[config.mk]
export PLATFORM = sky130hd
export DESIGN_NAME = apu_cluster_arbiter
export DESIGN_NICKNAME = d
export VERILOG_FILES = /design/src/rtl/apu_cluster_arbiter.sv
export SDC_FILE = /design/constraint.sdc
export NUM_CORES = 1
export LEC_CHECK = 0
export ABC_AREA = 1
export CELL_PAD_IN_SITES_DETAIL_PLACEMENT = 1
export CELL_PAD_IN_SITES_GLOBAL_PLACEMENT = 2
export CORE_AREA = 5 5 275 277
export CTS_CLUSTER_SIZE = 12
export DETAILED_ROUTE_END_ITERATION = 7
export DIE_AREA = 0 0 280 282
export GPL_TIMING_DRIVEN = 0
export PLACE_DENSITY_LB_ADDON = 0.1
export SETUP_SLACK_MARGIN = 0.3
export SLEW_MARGIN = 20
export SYNTH_ARGS = -nofsm -noshare
export SYNTH_HDL_FRONTEND = slang
export SYNTH_SLANG_ARGS = --single-unit
export TNS_END_PERCENT = 1
[constraint.sdc]
create_clock -name clk_i -period 6.4 [get_ports clk_i]
set_clock_uncertainty 0.05 [all_clocks]
set_input_delay 0.96 -clock clk_i [delete_from_list [all_inputs] [get_ports clk_i]]
set_output_delay 0.96 -clock clk_i [all_outputs]
set_load 0.02 [all_outputs]
[src/rtl/apu_cluster_arbiter.sv]
// rtl/apu_cluster_arbiter.sv - round-robin sharing of one APU among cv32e40p cores
// Requests are held until granted; a tag FIFO returns in-order results to the issuing core.
module apu_cluster_arbiter #(
  parameter int NUM_CORES    = 4,
  parameter int DEPTH        = 2,
  parameter int APU_NARGS    = 3,
  parameter int APU_WOP      = 6,
  parameter int WAPUTYPE     = 6,
  parameter int APU_NDSFLAGS = 15,
  parameter int APU_NUSFLAGS = 5
) (
  input  logic                              clk_i,
  input  logic                              rst_i,
  input  logic [NUM_CORES-1:0]              core_req_i,
  output logic [NUM_CORES-1:0]              core_gnt_o,
  input  logic [NUM_CORES*APU_NARGS*32-1:0] core_operands_i,
  input  logic [NUM_CORES*APU_WOP-1:0]      core_op_i,
  input  logic [NUM_CORES*WAPUTYPE-1:0]     core_type_i,
  input  logic [NUM_CORES*APU_NDSFLAGS-1:0] core_flags_i,
  output logic [NUM_CORES-1:0]              core_valid_o,
  output logic [31:0]                       core_result_o,
  output logic [APU_NUSFLAGS-1:0]           core_flags_o,
  output logic                              apu_req_o,
  input  logic                              apu_gnt_i,
  output logic [APU_NARGS*32-1:0]           apu_operands_o,
  output logic [APU_WOP-1:0]                apu_op_o,
  output logic [WAPUTYPE-1:0]               apu_type_o,
  output logic [APU_NDSFLAGS-1:0]           apu_flags_o,
  input  logic                              apu_valid_i,
  input  logic [31:0]                       apu_result_i,
  input  logic [APU_NUSFLAGS-1:0]           apu_flags_i,
  output logic                              err_o
);

  localparam int RW = $clog2(NUM_CORES);
  localparam int PW = (DEPTH > 1) ? $clog2(DEPTH) : 1;
  localparam int CW = $clog2(DEPTH + 1);
  localparam int OW = APU_NARGS * 32;

  typedef enum logic {FREE, LOCKED} state_e;

  state_e        state_q, state_d;
  logic [RW-1:0] rr_q, rr_d, sel_q, sel_d;
  logic [PW-1:0] wr_ptr_q, wr_ptr_d, rd_ptr_q, rd_ptr_d;
  logic [CW-1:0] count_q, count_d;
  logic          err_q, err_d;
  logic [RW-1:0] tag_q [DEPTH];

  logic [RW-1:0] rr_win, winner, mux_sel;
  logic          rr_found, not_full, grant, pop;
  int            cand;

  logic [OW-1:0]           ops_a   [NUM_CORES];
  logic [APU_WOP-1:0]      op_a    [NUM_CORES];
  logic [WAPUTYPE-1:0]     type_a  [NUM_CORES];
  logic [APU_NDSFLAGS-1:0] flags_a [NUM_CORES];

  for (genvar k = 0; k < NUM_CORES; k++) begin : g_unpack
    assign ops_a[k]   = core_operands_i[k*OW +: OW];
    assign op_a[k]    = core_op_i[k*APU_WOP +: APU_WOP];
    assign type_a[k]  = core_type_i[k*WAPUTYPE +: WAPUTYPE];
    assign flags_a[k] = core_flags_i[k*APU_NDSFLAGS +: APU_NDSFLAGS];
  end

  // First requester at or after the rr pointer, wrapping at NUM_CORES.
  always_comb begin
    rr_win   = '0;
    rr_found = 1'b0;
    cand     = 0;
    for (int i = 0; i < NUM_CORES; i++) begin
      cand = int'(rr_q) + i;
      if (cand >= NUM_CORES) cand = cand - NUM_CORES;
      if (!rr_found && core_req_i[RW'(cand)]) begin
        rr_found = 1'b1;
        rr_win   = RW'(cand);
      end
    end
  end

  assign winner    = (state_q == LOCKED) ? sel_q : rr_win;
  assign not_full  = (count_q < CW'(DEPTH));
  assign apu_req_o = core_req_i[winner] && not_full;
  assign grant     = apu_req_o && apu_gnt_i;
  assign pop       = apu_valid_i && (count_q != '0);
  assign mux_sel   = apu_req_o ? winner : '0;

  assign apu_operands_o = ops_a[mux_sel];
  assign apu_op_o       = op_a[mux_sel];
  assign apu_type_o     = type_a[mux_sel];
  assign apu_flags_o    = flags_a[mux_sel];
  assign core_result_o  = apu_result_i;
  assign core_flags_o   = apu_flags_i;
  assign err_o          = err_q;

  always_comb begin
    core_gnt_o   = '0;
    core_valid_o = '0;
    for (int k = 0; k < NUM_CORES; k++) begin
      core_gnt_o[k]   = grant && (winner == RW'(k));
      core_valid_o[k] = pop && (tag_q[rd_ptr_q] == RW'(k));
    end
  end

  // While the FIFO is full the selection is frozen, even if the requester drops.
  always_comb begin
    state_d = state_q;
    sel_d   = sel_q;
    rr_d    = rr_q;
    if (grant) begin
      state_d = FREE;
      rr_d    = (winner == RW'(NUM_CORES - 1)) ? '0 : winner + RW'(1);
    end else if (not_full) begin
      if (state_q == FREE && apu_req_o) begin
        state_d = LOCKED;
        sel_d   = winner;
      end else if (state_q == LOCKED && !core_req_i[sel_q]) begin
        state_d = FREE;
      end
    end
  end

  always_comb begin
    wr_ptr_d = wr_ptr_q;
    rd_ptr_d = rd_ptr_q;
    count_d  = count_q;
    if (grant) wr_ptr_d = (wr_ptr_q == PW'(DEPTH - 1)) ? '0 : wr_ptr_q + PW'(1);
    if (pop)   rd_ptr_d = (rd_ptr_q == PW'(DEPTH - 1)) ? '0 : rd_ptr_q + PW'(1);
    case ({grant, pop})
      2'b10:   count_d = count_q + CW'(1);
      2'b01:   count_d = count_q - CW'(1);
      default: count_d = count_q;
    endcase
    err_d = err_q | (apu_valid_i && (count_q == '0));
  end

  always_ff @(posedge clk_i or posedge rst_i) begin
    if (rst_i) begin
      state_q  <= FREE;
      rr_q     <= '0;
      sel_q    <= '0;
      wr_ptr_q <= '0;
      rd_ptr_q <= '0;
      count_q  <= '0;
      err_q    <= 1'b0;
    end else begin
      state_q  <= state_d;
      rr_q     <= rr_d;
      sel_q    <= sel_d;
      wr_ptr_q <= wr_ptr_d;
      rd_ptr_q <= rd_ptr_d;
      count_q  <= count_d;
      err_q    <= err_d;
    end
  end

  // Tag storage needs no reset: entries are only read while count_q is non-zero.
  always_ff @(posedge clk_i) begin
    if (grant) tag_q[wr_ptr_q] <= winner;
  end

endmodule

==> metrics.md, run 1 <==
| Metric | Value |
|---|---|
| Status | `complete, no violations` |
| Root Buffer Master | `clkbuf_16` |
| CP Data Arrival Time | `4.70 ns` |
| Starting density of the core | `9.58%` |
| Row count | `99` |
| Area Growth Syn to Fin | `115%` |
| Die height | `282 um` |
| Largest cells by area after synthesis | `nand2_1, nand3_1, nand3b_1` |
| Routability cong. | `0.829` |
| Clock transition at path regs | `0.04 ns` |
| Initial antenna violation count | `33` |
| Worst setup EP type | `primary output` |
| Fin. Hold Viols | `0` |
| Via density | `3.79` |
| Width of the die | `280 um` |
| # IOs | `707` |
| Syn Inst Count | `1407` |
| CTS tree | `done` |
| Synth Cell Area | `6950 um2` |
| Final std cells w/o fill | `3054` |
| Drc violations | `0` |
| WL final | `68700 um` |
| Setup crit start | `core_req_i[2]` |
| Clock period minus worst slack | `5.71 ns` |
| Fraction of registers with async set/reset | `71.4%` |
| Pleak | `7.08 nW` |
| Final Max Tran Viols | `0` |
| Fmax | `175 MHz` |
| DRT Pass-1 Iters | `4` |
| Fillers | `9014` |
| FF/Latch Area | `370 um2` |
| Post-Syn Nets | `1949` |
| Synth cell count leaders | `nand2_1, nand3_1, inv_1` |
| Post CTS Setup Buffer Count | `0` |
| Vias in the first global route | `12500` |
| Post-synth EDFFs | `4` |
| Iteration-0 DRC Markers | `387` |
| GR Overflow Total | `0` |
| Kind of critical path | `in2out` |
| Nets | `2623` |
| DP HPWL | `58800 um` |
| Post-layout util | `20.6%` |
| Hold Path Origin | `err_o$_DFF_PP0_` |
| Final setup vio count | `0` |
| Port buffer count | `669` |
| Max-cap violation count | `0` |
| Critical path launch point type | `primary input` |
| IR drop worst, VDD | `0.353 mV` |
| Layout cells sized above 1 | `6.73%` |
| RSZ-0062 raised after global routing | `true` |
| Yosys top cell area share | `35.7%` |
| First-pass GRT wire length | `92600 um` |
| Count leader, synth | `nand2_1` |
| Largest area contributor in the netlist | `nand2_1` |
| Hold crit path type | `reg2reg` |
| R2r worst-path depth | `17` |
| CTS Hold Bufs | `0` |
| Actual slew at the worst max-slew pin | `0.844 ns` |
| Synthesis Warnings | `0` |
| Dominant synthesized flop cell | `dfrtp_1` |
| Hold depth | `1` |
| Sequential area share after synthesis | `5.33%` |
| Crit Path Max Fanout | `11` |
| Max-slew headroom | `43.7%` |
| Yosys reg bits | `14` |
| Setup TNS | `0 ns` |
| Largest net degree at the start of global routing | `14` |
| Period Utilization, post-route | `89.2%` |
| Cell total after placement | `3035` |
| Num CTS Buffers | `3` |
| Routed len/inst | `22.5 um` |
| Vias | `11600` |
| Core Box Area | `72600 um2` |
| Avg Inst Size Synth | `4.94 um2` |
| FF-to-FF Start | `rr_q[0]$_DFFE_PP0P_` |
| Clock sink count | `14` |
| Distinct cells, synth | `34` |
| Total GRT Usage | `16.1%` |
| Maximum clock insertion buffer count | `2` |
| Die Footprint | `79000 um2` |
| Area of the multi-input gates | `5090 um2` |
| Pwr/cell area | `567 nW/um2` |
| Final ANT Viol Nets | `0` |
| H-tree Lvls | `1` |
| Worst-Skew Late Latency | `0.24 ns` |
| Worst endpoint required time | `5.39 ns` |
[layout by cell type, fill, tap and decap left out, drive strengths merged]
cell type      netlist  routed
nand2              670     670
clkdlybuf4s50        0     669
nand3              260     260
inv                148     148
nand3b             123     123
buf                114     114
clkbuf              32      35
diode                0      15
nor2                13      13
dfrtp               10      10
o21ai                7       7
ha                   5       5
nand4                4       4
edfxtp               4       4
a21oi                3       3
xor2                 2       2
or2                  2       2
xnor2                2       2
clkinv               1       2
nor3                 2       2
and2                 1       1
a31oi                1       1
mux2i                1       1
o21bai               1       1
o211ai               1       1
[metal layers]
layer	share of wire (%)	wire, um	GRT usage [%]
met3	7.5	5160	4.94
met1	39	26700	18.3
met5	0.39	268	0
met4	1.2	801	2.23
met2	52	35800	30.2
[cells by family (layout without fill, tap and decap cells)]
kind of cell | Yosys count | after routing | share of synthesized area (%)
multiplexers | 1 | 1 | 0.144
AO/OA/AOI/OAI | 13 | 13 | 1.03
adder cells (fa/ha/maj) | 5 | 5 | 0.900
flip-flops | 14 | 14 | 5.33
AND/OR/NAND/NOR | 1075 | 1075 | 70.6
XOR/XNOR | 4 | 4 | 0.504
buffers and inverters | 295 | 968 | 21.5
other | 0 | 15 | 0
[critical path: stages]
cell             delay (ns)
clkdlybuf4s50_1        0.56
nand2_1                0.09
nand2_2                0.12
nand2_1                0.07
nand2_1                0.13
nand3_1                0.09
nand2_1                0.08
inv_2                  0.04
nand3_2                0.08
nand2_2                0.11
clkinv_1               0.15
clkbuf_2               0.48
clkbuf_1               0.57
nand3_1                0.15
nand2_1                0.16
nand2_1                0.07
nand2_1                0.14
clkdlybuf4s50_1        0.63
[registers in the layout, summed over array words and instances, names as in the netlist]
register and flops:
count_q 2, err_o 1, rd_ptr_q 1, rr_q 2, sel_q 2, state_q 1
tag_q 4, wr_ptr_q 1
[stage by stage]
step	power [W]	area [um2]	worst slack (ns)	hold WS, ns
after floorplan	0.00446	6950	2.52	0.403
after global placement	0.00866	14900	-0.125	0.412
after detailed placement	0.00866	14900	0.0983	0.422
after CTS	0.00881	14900	0.251	0.435
after global routing	0.00927	14900	0.260	0.439
final	0.00849	15000	0.689	0.428
[layout make-up]
cell class              count  area share [%]
multi-input cells        1098            34.0
plain buffers             146            6.25
inverters                 149            3.77
flip-flops and latches     14            2.47
well taps                 959            8.02
clock buffers               3           0.501
repair buffers            669            44.7
clock inverters             1          0.0251
diodes                     15           0.251
[power by group]
group	switching, W	internal (W)
combinational	0.00528	0.00292
clock	0.0000349	0.0000825
sequential	0.0000342	0.000138
total	0.00535	0.00314
[worst paths after layout]
path,endpoint,slack [ns]
worst max-delay path,apu_operands_o[73],0.69
worst min-delay path,err_o$_DFF_PP0_,0.43
worst max register to register,rr_q[1]$_DFFE_PP0P_,2.97
worst min register to register,err_o$_DFF_PP0_,0.43
max in group asynchronous,rd_ptr_q$_DFFE_PP0P_,5.02
min in group asynchronous,state_q$_DFFE_PP0P_,0.98
[timing repair]
item / 4_1_cts / 5_1_grt
resized for setup: 1 / 3
endpoints found under the setup margin: 6 / 6
pin swaps: 0 / 0
Power figures use the tool's default switching activity.
==> inputs of run 2 (changes only) <==
clock period = 7.2 ns   (was 6.4 ns; I/O delays follow)
==> run 2 against run 1 <==
Compared with the run above:
- clock power down 11%
- register-to-register slack better by 0.40 ns
- cell area about the same
- critical endpoint is now core_gnt_o[3]
- clock-buffer cell count unchanged
- cell count about the same
- highest routed layer unchanged
- setup slack better by 0.16 ns
==> metrics.md, run 2 (same netlist as run 1, synthesis figures left out) <==
| Metric | Value |
|---|---|
| Top reg by flops | `tag_q` |
| Port buffer count | `669` |
| CP delay by family, top | `buffers and inverters` |
| Final std cell area, no fill | `15000 um2` |
| Setup TNS | `0 ns` |
| Metal2 WL | `35800 um` |
| CP Data Arrival Time | `5.22 ns` |
| CTS Hold Bufs | `0` |
| Post-layout util | `20.6%` |
| CTS tree | `done` |
| Width of the die | `280 um` |
| WL met3 | `5240 um` |
| Most frequent CP cell | `nand2_1` |
| Drc violations | `0` |
| IR drop worst, VDD | `0.312 mV` |
| Clock period minus worst slack | `6.35 ns` |
| Maximum clock insertion buffer count | `2` |
| Largest net degree at the start of global routing | `14` |
| Critical-path cell list | `clkdlybuf4s50_1 -> nand2_1 -> nand2_2 -> nand2_1 -> nand2_1 -> nand3_1 -> nand2_1 -> inv_2 -> nand3_2 -> nand2_2 -> clkinv_1 -> clkbuf_1 -> clkbuf_1 -> ha_1 -> inv_1 -> nor2_1 -> clkdlybuf4s50_1` |
| Most common cell after layout, fill and taps aside | `clkdlybuf4s50_1` |
| GR Overflow Total | `0` |
| DP HPWL | `58800 um` |
| Cell total after placement | `3035` |
| Nets | `2623` |
| WHS | `0.428 ns` |
| Period Utilization, post-route | `88.2%` |
| Clock transition at path regs | `0.04 ns` |
| Starting density of the core | `9.58%` |
| Iteration-0 DRC Markers | `396` |
| Initial antenna violation count | `33` |
| Post CTS Setup Buffer Count | `0` |
| Final setup vio count | `0` |
| Layout cells sized above 1 | `6.63%` |
| Final ANT Viol Nets | `0` |
| Top layer in use | `met5` |
| Total GRT Usage | `16.1%` |
| # IOs | `707` |
| Via density | `3.78` |
| First-pass GRT wire length | `92600 um` |
| Max incr delay on CP | `0.83 ns` |
| # resized after CTS | `0` |
| Core Box Area | `72600 um2` |
| H-tree Lvls | `1` |
| Pwr/cell area | `504 nW/um2` |
| Worst setup EP type | `primary output` |
| Vias | `11600` |
| Root Buffer Master | `clkbuf_16` |
| Area Growth Syn to Fin | `115%` |
| Vias in the first global route | `12500` |
| Routed len/inst | `22.5 um` |
| Fin. Hold Viols | `0` |
| Row count | `99` |
| Pleak | `7.07 nW` |
| Critical path launch point type | `primary input` |
| WL final | `68700 um` |
| Crit Path Max Fanout | `13` |
| Status | `complete, no violations` |
| Clock sink count | `14` |
| Worst endpoint required time | `6.07 ns` |
| Routability cong. | `0.829` |
| Most frequent cells in the layout | `clkdlybuf4s50_1, nand2_1, nand3_1` |
| Fmax | `158 MHz` |
| Die Footprint | `79000 um2` |
| Final std cells w/o fill | `3052` |
| Crit-path slowest cell | `clkbuf_1` |
| Final Max Tran Viols | `0` |
| Critical path buffers and inverters | `7` |
| Area after detailed placement | `14900 um2` |
| RSZ-0062 raised after global routing | `false` |
| Num CTS Buffers | `3` |
| Die height | `282 um` |
| Kind of critical path | `in2out` |
| Max reg flops | `4` |
| WL met1 | `26600 um` |
| Max-cap violation count | `0` |
| Hold crit path type | `reg2reg` |
| Actual slew at the worst max-slew pin | `1.09 ns` |
| DRT Pass-1 Iters | `4` |
| Worst-Skew Late Latency | `0.24 ns` |
| Max-slew headroom | `27.1%` |
==> run 2: cell types whose count changed in the layout (fill, tap and decap cells not counted), sizes merged <==
cell	previous run	this run
diode	15	13
==> run 2: where the power goes <==
| part | total [W] | switching [W] | internal (W) |
|---|---|---|---|
| Combinational | 0.00729 | 0.00469 | 0.00260 |
| Sequential | 0.000153 | 0.0000304 | 0.000123 |
| Clock | 0.000104 | 0.0000310 | 0.0000733 |
| Total | 0.00755 | 0.00475 | 0.00279 |
==> run 2: cell type report <==
cell class | count | area [um2]
Inverter | 149 | 564
Clock buffer | 3 | 75.1
Tap cell | 959 | 1200
Buffer | 146 | 933
Fill cell | 9014 | 57600
Timing Repair Buffer | 669 | 6700
Multi-Input combinational cell | 1098 | 5090
Sequential cell | 14 | 370
Antenna cell | 13 | 32.5
Clock inverter | 1 | 3.75
==> run 2: per-stage QoR <==
step                      total power [W]  setup WS [ns]
after global placement            0.00769          0.435
after floorplan                   0.00396           3.08
after CTS                         0.00783          0.653
final                             0.00755          0.851
after global routing              0.00824          0.455
after detailed placement          0.00770          0.658
==> run 2: per-layer routing <==
layer  GRT usage, %  vias to the layer above
met5              0                        -
met4           2.23                       42
met3           4.94                       60
met2           30.2                      365
met1           18.3                     5373
li1               -                     5711
==> run 2: worst paths after layout <==
| kind | from | slack, ns | depth (start not counted) | endpoint |
|---|---|---|---|---|
| worst max-delay path | core_req_i[2] | 0.85 | 17 | core_gnt_o[3] |
| max in group asynchronous | rst_i | 5.70 | 2 | rd_ptr_q$_DFFE_PP0P_ |
| min in group asynchronous | rst_i | 1.10 | 2 | state_q$_DFFE_PP0P_ |
| worst min-delay path | err_o$_DFF_PP0_ | 0.43 | 1 | err_o$_DFF_PP0_ |
| worst max register to register | rr_q[0]$_DFFE_PP0P_ | 3.37 | 17 | rr_q[1]$_DFFE_PP0P_ |
| worst min register to register | err_o$_DFF_PP0_ | 0.43 | 1 | err_o$_DFF_PP0_ |
==> inputs of run 3 (changes only) <==
CAP_MARGIN = 0   (was not set)
SLEW_MARGIN = 5   (was 20)
==> run 3 against run 2 <==
Compared with the run above:
- sequential cell count unchanged
- critical path depth did not move
- die area stayed put
- combinational power barely moved
- first-iteration DRC count down 4.0%
- critical path type unchanged
==> metrics.md, run 3 (same netlist as run 1, synthesis figures left out) <==
| Metric | Value |
|---|---|
| Maximum clock insertion buffer count | `2` |
| Final ANT Viol Nets | `0` |
| Clock period minus worst slack | `6.39 ns` |
| Post-layout util | `20.6%` |
| Critical-path cell list | `clkdlybuf4s50_1 -> nand2_1 -> nand2_2 -> nand2_1 -> nand2_1 -> nand3_1 -> nand2_1 -> inv_2 -> nand3_2 -> nand2_2 -> clkinv_1 -> clkbuf_1 -> clkbuf_1 -> ha_1 -> inv_1 -> nor2_1 -> clkdlybuf4s50_1` |
| Final WS setup | `0.814 ns` |
| Root Buffer Master | `clkbuf_16` |
| # IOs | `707` |
| First-pass GRT wire length | `92600 um` |
| Setup TNS | `0 ns` |
| Max-cap violation count | `0` |
| Period Utilization, post-route | `88.7%` |
| DRT Pass-1 Iters | `4` |
| CTS tree | `done` |
| Critical path launch point type | `primary input` |
| Area Growth Syn to Fin | `115%` |
| Most common cell after layout, fill and taps aside | `clkdlybuf4s50_1` |
| Critical path buffers and inverters | `7` |
| Starting density of the core | `9.58%` |
| Most frequent cells in the layout | `clkdlybuf4s50_1, nand2_1, nand3_1` |
| Final Max Tran Viols | `0` |
| Final std cells w/o fill | `3052` |
| Core Box Area | `72600 um2` |
| Iteration-0 DRC Markers | `380` |
| Row count | `99` |
| FF-to-FF Start | `rr_q[0]$_DFFE_PP0P_` |
| H-tree Lvls | `1` |
| Die height | `282 um` |
| Actual slew at the worst max-slew pin | `1.10 ns` |
| Initial antenna violation count | `33` |
| Largest net degree at the start of global routing | `14` |
| Worst setup EP type | `primary output` |
| Most frequent CP cell | `nand2_1` |
| Crit Path Max Fanout | `13` |
| Width of the die | `280 um` |
| RSZ-0062 raised after global routing | `false` |
| Crit-path slowest cell | `clkbuf_1` |
| Pwr/cell area | `504 nW/um2` |
| Drc violations | `0` |
| Pleak | `7.07 nW` |
| Vias | `11600` |
| IR drop worst, VDD | `0.317 mV` |
| Layout cells sized above 1 | `6.63%` |
| Max-slew headroom | `26.9%` |
| Vias in the first global route | `12500` |
| Fin. Hold Viols | `0` |
| Via density | `3.79` |
| Final setup vio count | `0` |
| Routability cong. | `0.829` |
| Clock transition at path regs | `0.04 ns` |
| Total power | `0.00755 W` |
| Setup crit start | `core_req_i[2]` |
| CTS Hold Bufs | `0` |
| Top reg by flops | `tag_q` |
| Worst endpoint required time | `6.07 ns` |
| Max reg flops | `4` |
| Routed len/inst | `22.5 um` |
| Kind of critical path | `in2out` |
| Status | `complete, no violations` |
| Hold crit path type | `reg2reg` |
| FF/Latch Area | `370 um2` |
| GR Overflow Total | `0` |
| Area of the multi-input gates | `5090 um2` |
| DP HPWL | `58800 um` |
| CP Data Arrival Time | `5.26 ns` |
| Num CTS Buffers | `3` |
| Hold Path Origin | `err_o$_DFF_PP0_` |
| Worst-Skew Late Latency | `0.24 ns` |
| Cell total after placement | `3035` |
| CP delay by family, top | `buffers and inverters` |
| Port buffer count | `669` |
| Post CTS Setup Buffer Count | `0` |
| Max incr delay on CP | `0.83 ns` |
| Nets | `2623` |
| Post-Place Worst Slack | `0.374 ns` |
| Fmax | `157 MHz` |
| Fillers | `9011` |
| WL final | `68700 um` |
| Total GRT Usage | `16.1%` |
| Clock sink count | `14` |
| # resized after CTS | `0` |
| Die Footprint | `79000 um2` |
## run 3: changes by cell type in the layout (fill, tap and decap cells not counted), sizes merged
cell           previous run  this run
clkbuf                   35        34
clkdlybuf4s15             0         1
## run 3: area by class of cell
| type | instances | share of cell area (%) |
|---|---|---|
| plain buffers | 146 | 6.28 |
| well taps | 959 | 8.02 |
| clock buffers | 3 | 0.502 |
| inverters | 149 | 3.77 |
| repair buffers | 669 | 44.7 |
| flip-flops and latches | 14 | 2.47 |
| multi-input cells | 1098 | 34.0 |
| clock inverters | 1 | 0.0251 |
| diodes | 13 | 0.217 |
## run 3: path summary, 6_finish.rpt
| path | end | slack, ns | cells past startpoint |
|---|---|---|---|
| min | err_o$_DFF_PP0_ | 0.43 | 1 |
| min in group asynchronous | state_q$_DFFE_PP0P_ | 1.10 | 2 |
| max reg2reg | rr_q[1]$_DFFE_PP0P_ | 3.34 | 17 |
| min reg2reg | err_o$_DFF_PP0_ | 0.43 | 1 |
| max | core_gnt_o[3] | 0.81 | 17 |
| max in group asynchronous | rd_ptr_q$_DFFE_PP0P_ | 5.70 | 2 |
## run 3: metrics by stage
stage | hold slack, ns | instance area, um2
6_report | 0.428 | 15000
5_1_grt | 0.439 | 15000
4_1_cts | 0.435 | 14900
3_5_place_dp | 0.422 | 14900
3_3_place_gp | 0.412 | 14900
2_1_floorplan | 0.403 | 6950
## run 3: worst reg2reg max path, stage by stage (launching register included)
cell      delay, ns
dfrtp_1        0.35
buf_4          0.18
inv_4          0.12
nand2_1        0.07
nand2_2        0.11
nand2_1        0.07
nand2_1        0.13
nand3_1        0.09
nand2_1        0.08
inv_2          0.04
nand3_2        0.08
nand2_2        0.12
clkinv_1       0.15
clkbuf_1       0.83
clkbuf_1       0.74
ha_1           0.37
nor2_1         0.10
a21oi_1        0.05
## run 3: where the power goes
group	switching [W]	total (W)	internal, W
clock	0.0000310	0.000104	0.0000733
combinational	0.00470	0.00729	0.00260
sequential	0.0000304	0.000153	0.000123
## run 3: layer usage
layer | GRT usage, % | share of wire [%] | vias to the layer above
li1 | - | - | 5710
met1 | 18.3 | 39 | 5371
met2 | 30.2 | 52 | 370
met3 | 4.94 | 7.7 | 60
met4 | 2.23 | 1.2 | 42
met5 | 0 | 0.40 | -
